`src/rtl/pipe_ctrl.sv`:
```
// pipe_ctrl: central pipeline controller for the 5-stage core.
//
// Merges the stall requests from IF/ID/EX/MEM into one per-stage hold vector.
// The deepest requesting stage wins, and every stage upstream of it holds too.
// It turns a MEM exception, or a stall that lasts too long, into a one-cycle
// flush pulse with a PC redirect.
//
// Ports:
//   clk           rising-edge clock
//   rst           asynchronous reset, active low
//   stallreq_if   fetch waiting on instruction memory
//   stallreq_id   load-use hazard
//   stallreq_ex   multi-cycle EX op busy
//   stallreq_mem  data memory not ready
//   excp_i        exception committed in MEM this cycle
//   excp_pc_i     handler address accompanying excp_i
//   stall         [0]PC [1]IF [2]ID [3]EX [4]MEM [5]WB, 1 = hold stage
//   flush         one-cycle pulse, clears all pipeline registers
//   new_pc        redirect target, valid while flush=1, holds otherwise
//   wdog_timeout  sticky, the watchdog trap has fired since reset
//   stall_cnt     saturating count of cycles with stall != 0
//
// state | meaning
// RUN   | pipe flowing, no request seen last cycle
// STALL | pipe frozen by at least one request, watchdog counting
// FLUSH | one-cycle flush pulse; all requests ignored
module pipe_ctrl #(
  parameter int                ADDR_W   = 32,
  parameter int                WDOG_MAX = 64,
  parameter logic [ADDR_W-1:0] TRAP_PC  = ADDR_W'(32'h0000_0040)
) (
  input  logic              clk,
  input  logic              rst,
  input  logic              stallreq_if,
  input  logic              stallreq_id,
  input  logic              stallreq_ex,
  input  logic              stallreq_mem,
  input  logic              excp_i,
  input  logic [ADDR_W-1:0] excp_pc_i,
  output logic [5:0]        stall,
  output logic              flush,
  output logic [ADDR_W-1:0] new_pc,
  output logic              wdog_timeout,
  output logic [31:0]       stall_cnt
);

  localparam int WDOG_W = (WDOG_MAX > 2) ? $clog2(WDOG_MAX) : 1;

  // The counter is 0 during the first STALL cycle. The trap fires on the
  // edge where the incremented value would reach WDOG_MAX-1. That gives
  // exactly WDOG_MAX stalled cycles, counting the RUN cycle that raised
  // the request.
  localparam logic [WDOG_W-1:0] WDOG_LAST = WDOG_W'(WDOG_MAX - 2);

  typedef enum logic [1:0] {RUN, STALL, FLUSH} state_t;

  state_t            state;
  logic [WDOG_W-1:0] wdog_cnt;
  logic              any_req;

  assign any_req = stallreq_if | stallreq_id | stallreq_ex | stallreq_mem;

  // Combinational so a stage holds in the same cycle it asks. It is gated
  // by rst so that an asserted reset silences the vector at once, even
  // while requests are still present.
  always_comb begin
    stall = 6'b000000;
    if (rst && (state != FLUSH) && !excp_i) begin
      if (stallreq_mem)      stall = 6'b011111;
      else if (stallreq_ex)  stall = 6'b001111;
      else if (stallreq_id)  stall = 6'b000111;
      else if (stallreq_if)  stall = 6'b000011;
    end
  end

  always_ff @(posedge clk or negedge rst) begin
    if (!rst) begin
      state        <= RUN;
      flush        <= 1'b0;
      new_pc       <= '0;
      wdog_timeout <= 1'b0;
      stall_cnt    <= '0;
      wdog_cnt     <= '0;
    end else begin
      flush <= 1'b0;

      if ((stall != 6'b000000) && (stall_cnt != 32'hFFFF_FFFF))
        stall_cnt <= stall_cnt + 32'd1;

      case (state)
        RUN: begin
          if (excp_i) begin
            state  <= FLUSH;
            flush  <= 1'b1;
            new_pc <= excp_pc_i;
          end else if (any_req) begin
            state <= STALL;
          end
        end

        STALL: begin
          if (excp_i) begin
            // The exception outranks a watchdog expiry on the same cycle.
            state    <= FLUSH;
            flush    <= 1'b1;
            new_pc   <= excp_pc_i;
            wdog_cnt <= '0;
          end else if (!any_req) begin
            state    <= RUN;
            wdog_cnt <= '0;
          end else if (wdog_cnt == WDOG_LAST) begin
            state        <= FLUSH;
            flush        <= 1'b1;
            new_pc       <= TRAP_PC;
            wdog_timeout <= 1'b1;
            wdog_cnt     <= '0;
          end else begin
            wdog_cnt <= wdog_cnt + 1'b1;
          end
        end

        FLUSH: state <= RUN;

        default: state <= RUN;
      endcase
    end
  end

endmodule

```
`config.mk`:
```
export PLATFORM = sky130hd
export DESIGN_NAME = pipe_ctrl
export DESIGN_NICKNAME = d
export VERILOG_FILES = /design/src/rtl/pipe_ctrl.sv
export SDC_FILE = /design/constraint.sdc
export NUM_CORES = 1
export LEC_CHECK = 0
export CAP_MARGIN = 20
export CORE_UTILIZATION = 49
export DETAILED_ROUTE_END_ITERATION = 10
export PLACE_DENSITY = 0.83
export SETUP_SLACK_MARGIN = 0.1
export SLEW_MARGIN = 0
export SYNTH_ARGS = -nofsm -noshare
export SYNTH_HDL_FRONTEND = slang
export SYNTH_SLANG_ARGS = --single-unit
```
`constraint.sdc`:
```
create_clock -name clk -period 3.2 [get_ports clk]
set_input_delay 0.8 -clock clk [delete_from_list [all_inputs] [get_ports clk]]
set_output_delay 0.8 -clock clk [all_outputs]
set_load 0.01 [all_outputs]
```
# [After elaboration in Yosys (flattened, before gate mapping)]
# Cells that the tools add are included.
[totals] reg_bits=74 input_bits=39 output_inout_bits=72 wordCells=55
[classes] n_addsub=2 n_eq_ne=9 mux=24 bitwise=4 reduce_logical=10
[ops] cell="32-bit two-way mux" count=4
[ops] cell="32-bit case mux with 2 select lines" count=1
[ops] cell="32-bit by 1-bit adder with 32-bit output (second input constant)" count=1
[ops] cell="32-bit != test (second input constant)" count=1
[ops] cell="6-bit two-way mux" count=4
[ops] cell="2-bit two-way mux" count=6
[ops] cell="3-bit != test (second input constant)" count=3
[ops] cell="4-bit AND reduction" count=2
[ops] cell="6-bit by 1-bit adder with 6-bit output (second input constant)" count=1
[ops] cell="6-bit equality test (second input constant)" count=1
[ops] cell="6-bit nonzero test" count=1
[ops] cell="5-bit two-way mux" count=1
[ops] cell="1-bit two-way mux" count=4
[ops] cell="4-bit two-way mux" count=1
[ops] cell="2-bit != test (second input constant)" count=2
[ops] cell="4-bit != test (second input constant)" count=1
[ops] cell="2-bit case mux with 2 select lines" count=1
[ops] cell="1-bit logical AND" count=3
[ops] cell="3-bit two-way mux" count=1
[ops] cell="1-bit bitwise OR" count=3
[ops] cell="2-bit by 1-bit equality test with 1-bit output (second input constant)" count=1
[ops] cell="2-bit logical NOT" count=1
[ops] cell="1-bit case mux with 2 select lines" count=1
[ops] cell="2-bit AND reduction" count=1
[ops] cell="other kinds (3)" count=3

# [Longest topological paths before layout]
# Gate-level depths: netlist of the first run.
[logic_depth] ltp_word=7 depth_mapped=8 mapped_depth_nobuf=7

# [Worst setup path after synthesis of the first run]
# OpenSTA, ideal clock, no wires.
[synth_path] kind="input to output" from="input port stallreq_mem" to="output port stall[1]" arrival_time_ps=1782 required_time_ps=2400 setup_slack_ps=618 stages=4 path_buffers=1 cell_sequence="or4_1 > nand4b_2 > inv_2 > buf_4"
[synth_between] elab_chain_len=2
[synth_rtl] item="from (decl)" line="37" rtl="input logic stallreq_mem,"
[synth_rtl] item="5-bit two-way mux" line="69" rtl="if (stallreq_mem) stall = 6'b011111;"
[synth_rtl] item="6-bit two-way mux" line="68" rtl="if (rst && (state != FLUSH) && !excp_i) begin"
[synth_rtl] item="to (decl)" line="40" rtl="output logic [5:0] stall,"
# Every way passes these cells.

# [Final worst setup path of the first run]
[layout_path] from="input port stallreq_if" to="output port stall[0]"
[layout_between] elab_chain_len=5
[layout_rtl] item="from (decl)" line="34" rtl="input logic stallreq_if,"
[layout_rtl] item="2-bit two-way mux" line="72" rtl="else if (stallreq_if) stall = 6'b000011;"
[layout_rtl] item="3-bit two-way mux" line="71" rtl="else if (stallreq_id) stall = 6'b000111;"
[layout_rtl] item="4-bit two-way mux" line="70" rtl="else if (stallreq_ex) stall = 6'b001111;"
[layout_rtl] item="5-bit two-way mux" line="69"
[layout_rtl] item="6-bit two-way mux" line="68"
# Every way passes these cells.

==> results_tabular.tex, run 1 <==
\begin{tabular}{lr}
\hline
Metric & Value \\
\hline
\multicolumn{2}{l}{\textbf{Run status}} \\
Run status & finished with violations \\
Violated checks & design-rule violations \\
\multicolumn{2}{l}{\textbf{Pwr}} \\
Proportion of power drawn by combinational gates & 0.197 \\
Total leakage power & 2.079 nW \\
Internal Pwr Total & between 0.0015 and 0.002 W \\
Total power draw & 0.002379 W \\
Part of the power in the clock network & 0.334 \\
Psw & 0.0006110 W \\
Worst vdd ir & 0.3955 mV \\
Total power density per cell area & about 500 nW/um\^{}2 \\
Switching portion of total power & 0.2569 \\
Share of total power in sequential cells & 0.469 \\
\multicolumn{2}{l}{\textbf{Routing}} \\
Number of design rule violations left after detail routing & 17 \\
Total length of routed wires & around 7.9 mm \\
Avg Vias per Cell & 5.572 \\
Routed len/inst & 16.43 um \\
Count of nets left with antenna violations after detail routing & 0 \\
First drt pass iteration count & 7 \\
Via count & 2680 \\
Number of design-rule violations left by the first detailed-router iteration & 194 \\
\multicolumn{2}{l}{\textbf{CTS}} \\
Cts bufs inserted & 9 \\
Post-CTS setup repair buffer count & 0 \\
CTS tree & built \\
Clock-pin slew on the worst setup and hold paths & 0.07 ns \\
Root cell of the clock tree & clkbuf\_8 \\
Clock sinks & 74 \\
Maximum clock path buffer count & 2 \\
H-tree depth reported by CTS & 3 \\
Clock latency on the worst-skew pair & 0.34 ns \\
\multicolumn{2}{l}{\textbf{Cells and area}} \\
Fraction of layout cells with a size suffix above 1 & 0.1139 \\
Finished Cell Area & 4725 um\^{}2 \\
Number of nets in the final layout & 441 \\
Final core occ & 0.7315 \\
Synth-to-layout area growth & 42.38\% \\
Number of antenna diodes & 0 \\
\multicolumn{2}{l}{\textbf{Global routing}} \\
Maximum number of pins on one net before global-route repair & 75 \\
Total routing usage reported by global routing & 0.2380 \\
Number of antenna violations at the first check in global routing & 0 \\
Vias in the first global route & 2662 \\
Wire length of the first global-routing pass & 13.22 mm \\
Total gr overflow & 0 \\
\multicolumn{2}{l}{\textbf{Worst setup path}} \\
Critical Path Start & stallreq\_if \\
FF-to-FF setup slack & 1.07 ns \\
Peak per-stage delay on the critical path & 0.53 ns \\
Sort of element at the start of the critical path & input pin \\
Critical path, cell by cell & clkdlybuf4s50\_1, or4\_4, nand4b\_2, inv\_2, dlygate4sd2\_1 \\
Required time worst endpoint & between 2 and 2.5 ns \\
CP max FO & 4 \\
Launch point of the worst reg-to-reg path & stall\_cnt[0]\$\_DFFE\_PN0P\_ \\
Capture point of the critical path & stall[0] \\
Critical R2R Capture & stall\_cnt[14]\$\_DFFE\_PN0P\_ \\
Category of the most critical setup path & in2out \\
Worst r2r path cells & 6 \\
Critical Path Sink Type & primary output \\
Crit path max-delay cell type & or4\_4 \\
Data arrival time of the critical path & 2.25 ns \\
\multicolumn{2}{l}{\textbf{Synth}} \\
Most used DFF post-synth & dfrtp\_1 \\
Yosys warning count & 0 \\
Post-synth top area cell & dfrtp\_1 \\
Post-synth ARST share & 1.000 \\
Area share of the largest cell type after synthesis & 0.5581 \\
Count of cell types in the netlist & 47 \\
Post-synth top cells & 74 x dfrtp\_1, 31 x a22o\_1, 21 x xnor2\_1, 17 x nand3\_1, 14 x nand2\_1 \\
Number of enable flip-flop cells after synthesis & 0 \\
Number of nets produced by synthesis & between 300 and 400 \\
Total standard cell area after synthesis & 3318 um\^{}2 \\
Number of synthesized register bits & 74 \\
Avg Cell Area, Syn & 11.85 um\^{}2 \\
Count leader, synth & dfrtp\_1 \\
Sequential cell area fraction in the yosys report & 0.5581 \\
Cell types with the largest area share after synthesis & dfrtp\_1 56\%, a22o\_1 8.2\%, xnor2\_1 5.5\% \\
Gate count of the mapped netlist & 280 \\
\multicolumn{2}{l}{\textbf{Timing}} \\
Upper clock frequency limit & 328.2 MHz \\
Slew at the pin closest to its max-slew limit & 0.9101 ns \\
Final Max Tran Viols & 0 \\
Worst setup skew after layout & 0.008066 ns \\
Count of final setup violators & 0 \\
Final critical path time including I/O delays and setup & roughly 3 ns \\
Tightest slew margin relative to the limit & 0.3933 \\
Final-report hold violation count & 0 \\
Final period util & 0.9520 \\
RSZ-0062 raised after global routing & false \\
\multicolumn{2}{l}{\textbf{Floorplanning}} \\
Standard cell core area & 6459 um\^{}2 \\
Total Die Area & 7105 um\^{}2 \\
Starting Density & 0.5138 \\
Top Ports & about 110 \\
Floorplan die width & 84.29 um \\
Height of the chip & 84.29 um \\
Site Rows & 29 \\
\multicolumn{2}{l}{\textbf{Place}} \\
Input/output buffers & roughly 110 \\
Cell Area, Placed & approximately 4500 um\^{}2 \\
Final weighted congestion in routability-driven placement & 0.8575 \\
HPWL after detailed placement & 5.565 mm \\
\multicolumn{2}{l}{\textbf{Hold path}} \\
Class of the most critical hold timing path & reg2reg \\
\multicolumn{2}{l}{\textbf{Run}} \\
Number of max-capacitance violations reported & 0 \\
\hline
\end{tabular}
==> area by class of cell <==
cell class / instances / area, um^2
clock inverter: 5 / 77.57
inverter: 9 / 33.78
tap: 77 / 96.34
timing repair buffer: 119 / 1160
multi-input combinational: 186 / 1364
fill: 478 / 1734
clock buffer: 11 / 141.4
sequential: 74 / 1852
==> power by group through the flow <==
stage	sequential, W	clock (W)	combinational, W
floorplan	0.00116	0	0.000151
global placement	0.00112	0	0.000461
detailed placement	0.00113	0	0.000470
CTS	0.00111	0.000809	0.000475
global route	0.00113	0.000849	0.000506
finish	0.00111	0.000795	0.000469
==> cell families after synthesis <==
group	count (synthesis)	share of synthesized area
muxes	3	0.01093
xor gates and xnor gates	27	0.07127
buffers and inverters	20	0.03280
other	1	0.001130
and+or+nand+nor	100	0.1889
DFF	74	0.5581
AOI/OAI and AO/OA	52	0.1256
adders and majority gates	3	0.01131
==> flip-flops by register name, summed over array words and instances (netlist names) <==
register,flops
state,2
new_pc,32
flush,1
wdog_cnt,6
stall_cnt,32
wdog_timeout,1
==> critical path: cells and delay by family <==
kind	cells	cell delay [ns]
buf+inv	3	0.78
simple gates	2	0.66
==> cells in the final DEF, fill, tap and decap left out, types with 4 or more instances in the layout <==
cell type,synthesis,routed
nand2_1,14,14
nand2b_1,5,5
nand3_1,17,17
a31oi_1,4,4
nor2_1,13,13
o21ai_0,6,6
and3_1,6,6
clkbuf_8,0,10
a22o_1,31,31
nor3_1,7,7
buf_4,3,11
xor2_1,6,6
nand4_1,11,11
inv_1,8,8
xnor2_1,21,21
clkdlybuf4s50_1,0,105
dfrtp_1,74,74
o31ai_1,4,4
nor4_1,4,4
==> what timing repair did <==
action	in CTS	in global routing
setup endpoints to repair	2	0
gates resized for setup	4	0
hold buffers	0	0
==> through the flow <==
step / setup TNS, ns / instances / setup WS, ns / hold WS, ns
after global routing: 0 / 481 / 0.1119 / 0.5196
final: 0 / 481 / 0.1535 / 0.4950
after global placement: -0.2995 / 465 / -0.1628 / 0.4606
after CTS: 0 / 481 / 0.1433 / 0.4950
after detailed placement: -0.3555 / 465 / -0.1903 / 0.4618
after floorplan: 0 / 280 / 0.6184 / 0.4386
==> metal layers <==
| metal | track usage | vias to the layer above | routed length, um |
|---|---|---|---|
| met5 | 0 | - | 0 |
| met4 | 0.09248 | 0 | 106 |
| met3 | 0.04916 | 10 | 422 |
| met2 | 0.3778 | 81 | 3873 |
| met1 | 0.3238 | 1326 | 3501 |
| li1 | - | 1263 | - |
==> how the worst min path moves through the flow <==
| stage | startpoint | to | depth (start not counted) |
|---|---|---|---|
| detailed placement | wdog_timeout$_DFFE_PN0P_ | wdog_timeout$_DFFE_PN0P_ | 1 |
| CTS | wdog_cnt[4]$_DFFE_PN0P_ | wdog_cnt[4]$_DFFE_PN0P_ | 1 |
| global route | new_pc[11]$_DFFE_PN0P_ | new_pc[11]$_DFFE_PN0P_ | 1 |
| finish | wdog_cnt[4]$_DFFE_PN0P_ | wdog_cnt[4]$_DFFE_PN0P_ | 1 |
| global placement | wdog_cnt[4]$_DFFE_PN0P_ | wdog_cnt[4]$_DFFE_PN0P_ | 1 |
| floorplan | wdog_cnt[4]$_DFFE_PN0P_ | wdog_cnt[4]$_DFFE_PN0P_ | 1 |
No activity file was read; power rests on OpenSTA's default activity.
==> run 2: changes to the inputs <==
--- a/config.mk
+++ b/config.mk
@@ -6,9 +6,9 @@
 export NUM_CORES = 1
 export LEC_CHECK = 0
 export CAP_MARGIN = 20
-export CORE_UTILIZATION = 49
+export CORE_UTILIZATION = 46
 export DETAILED_ROUTE_END_ITERATION = 10
-export PLACE_DENSITY = 0.83
+export PLACE_DENSITY = 0.78
 export SETUP_SLACK_MARGIN = 0.1
 export SLEW_MARGIN = 0
 export SYNTH_ARGS = -nofsm -noshare
==> constraint.sdc (replaced) <==
create_clock -name clk -period 3.38 [get_ports clk]
set_input_delay 0.845 -clock clk [delete_from_list [all_inputs] [get_ports clk]]
set_output_delay 0.845 -clock clk [all_outputs]
set_load 0.01 [all_outputs]
==> run 2 against run 1 <==
  * The run now ends clean
  * Die area increased by 6.4%
  * Sequential share of layout area about the same
  * Setup slack improved by 0.063 ns
  * Count of clock-buffer cells in the layout decreased by 1
  * Clock power decreased by 15%
  * Via count decreased by 0.82%
  * Design area about the same
  * Register-to-register slack improved by 0.20 ns
  * Non-clock buffer count decreased by 2
  * Routed wire length decreased by 4.4%
  * Final cell count increased by 3.5%
  * Total power decreased by 8.6%
==> results_tabular.tex, run 2 (synthesized netlist as in run 1, its figures left out) <==
\begin{tabular}{lr}
\hline
Metric & Value \\
\hline
\multicolumn{2}{l}{\textbf{Run status}} \\
Run status & finished clean \\
\multicolumn{2}{l}{\textbf{Routing}} \\
First drt pass iteration count & 4 \\
Total length of routed wires & 7.559 mm \\
Via count & 2658 \\
Number of design-rule violations left by the first detailed-router iteration & between 80 and 90 \\
Count of nets left with antenna violations after detail routing & 0 \\
Routed len/inst & about 15 um \\
Avg Vias per Cell & 5.337 \\
Number of design rule violations left after detail routing & 0 \\
\multicolumn{2}{l}{\textbf{Pwr}} \\
Total leakage power & 2.056 nW \\
Part of the power in the clock network & 0.310 \\
Switching portion of total power & 0.2721 \\
Proportion of power drawn by combinational gates & 0.205 \\
Worst vdd ir & between 0.3 and 0.4 mV \\
Internal Pwr Total & 0.001583 W \\
Total power density per cell area & 460.3 nW/um\^{}2 \\
Psw & 0.0005916 W \\
Share of total power in sequential cells & 0.485 \\
\multicolumn{2}{l}{\textbf{Floorplanning}} \\
Standard cell core area & 6869 um\^{}2 \\
Floorplan die width & approximately 87 um \\
Starting Density & 0.4831 \\
Total Die Area & 7557 um\^{}2 \\
Site Rows & 30 \\
Top Ports & between 100 and 150 \\
Height of the chip & 86.93 um \\
\multicolumn{2}{l}{\textbf{Cells and area}} \\
Synth-to-layout area growth & 42.35\% \\
Highest-count cells in the layout ignoring fill and taps & 106 x clkdlybuf4s50\_1, 74 x dfrtp\_1, 31 x a22o\_1, 21 x xnor2\_1, 17 x nand3\_1 \\
Number of antenna diodes & 0 \\
Finished Cell Area & 4723 um\^{}2 \\
Most common cell after layout, fill and taps aside & clkdlybuf4s50\_1 \\
Number of nets in the final layout & 439 \\
Total of fill cells in the finished design & $\sim$530 \\
Biggest registers after layout & new\_pc: 32 flops, stall\_cnt: 32 flops, wdog\_cnt: 6 flops \\
Fraction of layout cells with a size suffix above 1 & 0.1095 \\
\multicolumn{2}{l}{\textbf{Worst setup path}} \\
Critical path, cell by cell & clkdlybuf4s50\_1, or4\_4, nand4b\_2, inv\_2, dlygate4sd2\_1 \\
Data arrival time of the critical path & $\sim$2.3 ns \\
Sort of element at the start of the critical path & input pin \\
Critical Path Sink Type & primary output \\
Bufs and invs on worst path & 3 \\
Category of the most critical setup path & in2out \\
Kind of cell adding the most delay to the critical path & buffers and inverters \\
CP max FO & 3 \\
Crit path max-delay cell type & or4\_4 \\
Peak per-stage delay on the critical path & 0.56 ns \\
Required time worst endpoint & 2.53 ns \\
\multicolumn{2}{l}{\textbf{Timing}} \\
Final period util & 0.9359 \\
Final worst slack & 0.2167 ns \\
Upper clock frequency limit & 316.1 MHz \\
Final Max Tran Viols & 0 \\
Slew at the pin closest to its max-slew limit & 0.9085 ns \\
Worst setup skew after layout & 0.008032 ns \\
Final-report hold violation count & 0 \\
Tightest slew margin relative to the limit & 0.3943 \\
Final critical path time including I/O delays and setup & 3.163 ns \\
Final TNS setup & 0 ns \\
RSZ-0062 raised after global routing & false \\
Count of final setup violators & 0 \\
\multicolumn{2}{l}{\textbf{CTS}} \\
H-tree depth reported by CTS & 3 \\
Maximum clock path buffer count & 2 \\
CTS tree & built \\
Clock-pin slew on the worst setup and hold paths & 0.07 ns \\
Hold\_buf cts & 0 \\
Post-CTS setup repair buffer count & 0 \\
Count of instances resized after the clock tree is built & 3 \\
Cts bufs inserted & 9 \\
Clock sinks & 74 \\
Root cell of the clock tree & clkbuf\_8 \\
Clock latency on the worst-skew pair & around 0.34 ns \\
\multicolumn{2}{l}{\textbf{Place}} \\
Worst slack after detailed placement & -0.03109 ns \\
Input/output buffers & about 110 \\
HPWL after detailed placement & 5.338 mm \\
Cell Area, Placed & 4527 um\^{}2 \\
Final weighted congestion in routability-driven placement & 0.7974 \\
\multicolumn{2}{l}{\textbf{Global routing}} \\
Number of antenna violations at the first check in global routing & 0 \\
Wire length of the first global-routing pass & 12.31 mm \\
Vias in the first global route & 2578 \\
Total routing usage reported by global routing & 0.2113 \\
Total gr overflow & 0 \\
Maximum number of pins on one net before global-route repair & 75 \\
\multicolumn{2}{l}{\textbf{Run}} \\
Number of max-capacitance violations reported & 0 \\
\multicolumn{2}{l}{\textbf{Hold path}} \\
Class of the most critical hold timing path & reg2reg \\
\hline
\end{tabular}
-- run 2: metrics by stage --
step                      power, W  hold WS [ns]  utilization  instances
after floorplan           0.001241        0.4386            -        280
after global placement    0.001511        0.4584       0.6590        482
after detailed placement  0.001521        0.4653       0.6590        482
after CTS                 0.002201        0.4843       0.6876        498
after global routing      0.002283        0.5171       0.6876        498
final                     0.002174        0.4852       0.6876        498
-- run 2: power by group through the flow --
stage | registers (W) | clock network (W) | logic, W
2_1_floorplan | 0.00110 | 0 | 0.000143
3_3_place_gp | 0.00107 | 0 | 0.000445
3_5_place_dp | 0.00107 | 0 | 0.000452
4_1_cts | 0.00105 | 0.000694 | 0.000454
5_1_grt | 0.00107 | 0.000730 | 0.000486
6_report | 0.00105 | 0.000674 | 0.000446
-- run 2: routing by layer --
| metal | up-vias | share of wire | GRT usage | wire length [um] |
|---|---|---|---|---|
| met1 | 1289 | 0.45 | 0.2784 | 3412 |
| met4 | 0 | 0.016 | 0.08333 | 121 |
| met2 | 92 | 0.48 | 0.3443 | 3650 |
| met5 | - | 0 | 0 | 0 |
| met3 | 14 | 0.050 | 0.04171 | 375 |
| li1 | 1263 | - | - | - |
-- run 2: final timing paths --
check / start / end / slack [ns] / cells after the start
worst max-delay path: stallreq_mem / stall[1] / 0.22 / 5
worst min-delay path: wdog_cnt[4]$_DFFE_PN0P_ / wdog_cnt[4]$_DFFE_PN0P_ / 0.49 / 1
worst max register to register: stall_cnt[0]$_DFFE_PN0P_ / stall_cnt[14]$_DFFE_PN0P_ / 1.27 / 6
worst min register to register: wdog_cnt[4]$_DFFE_PN0P_ / wdog_cnt[4]$_DFFE_PN0P_ / 0.49 / 1
max in group asynchronous: rst / stall_cnt[18]$_DFFE_PN0P_ / 2.04 / 2
min in group asynchronous: rst / wdog_cnt[2]$_DFFE_PN0P_ / 0.74 / 2
-- run 2: final cells by class --
cell class	instances	area [um^2]	share of cell area
well taps	96	120.1	0.02543
multi-input cells	186	1364	0.2887
inverters	9	33.78	0.007152
flip-flops and latches	74	1852	0.3921
clock inverters	6	67.56	0.01430
repair buffers	117	1159	0.2453
clock buffers	10	127.6	0.02702
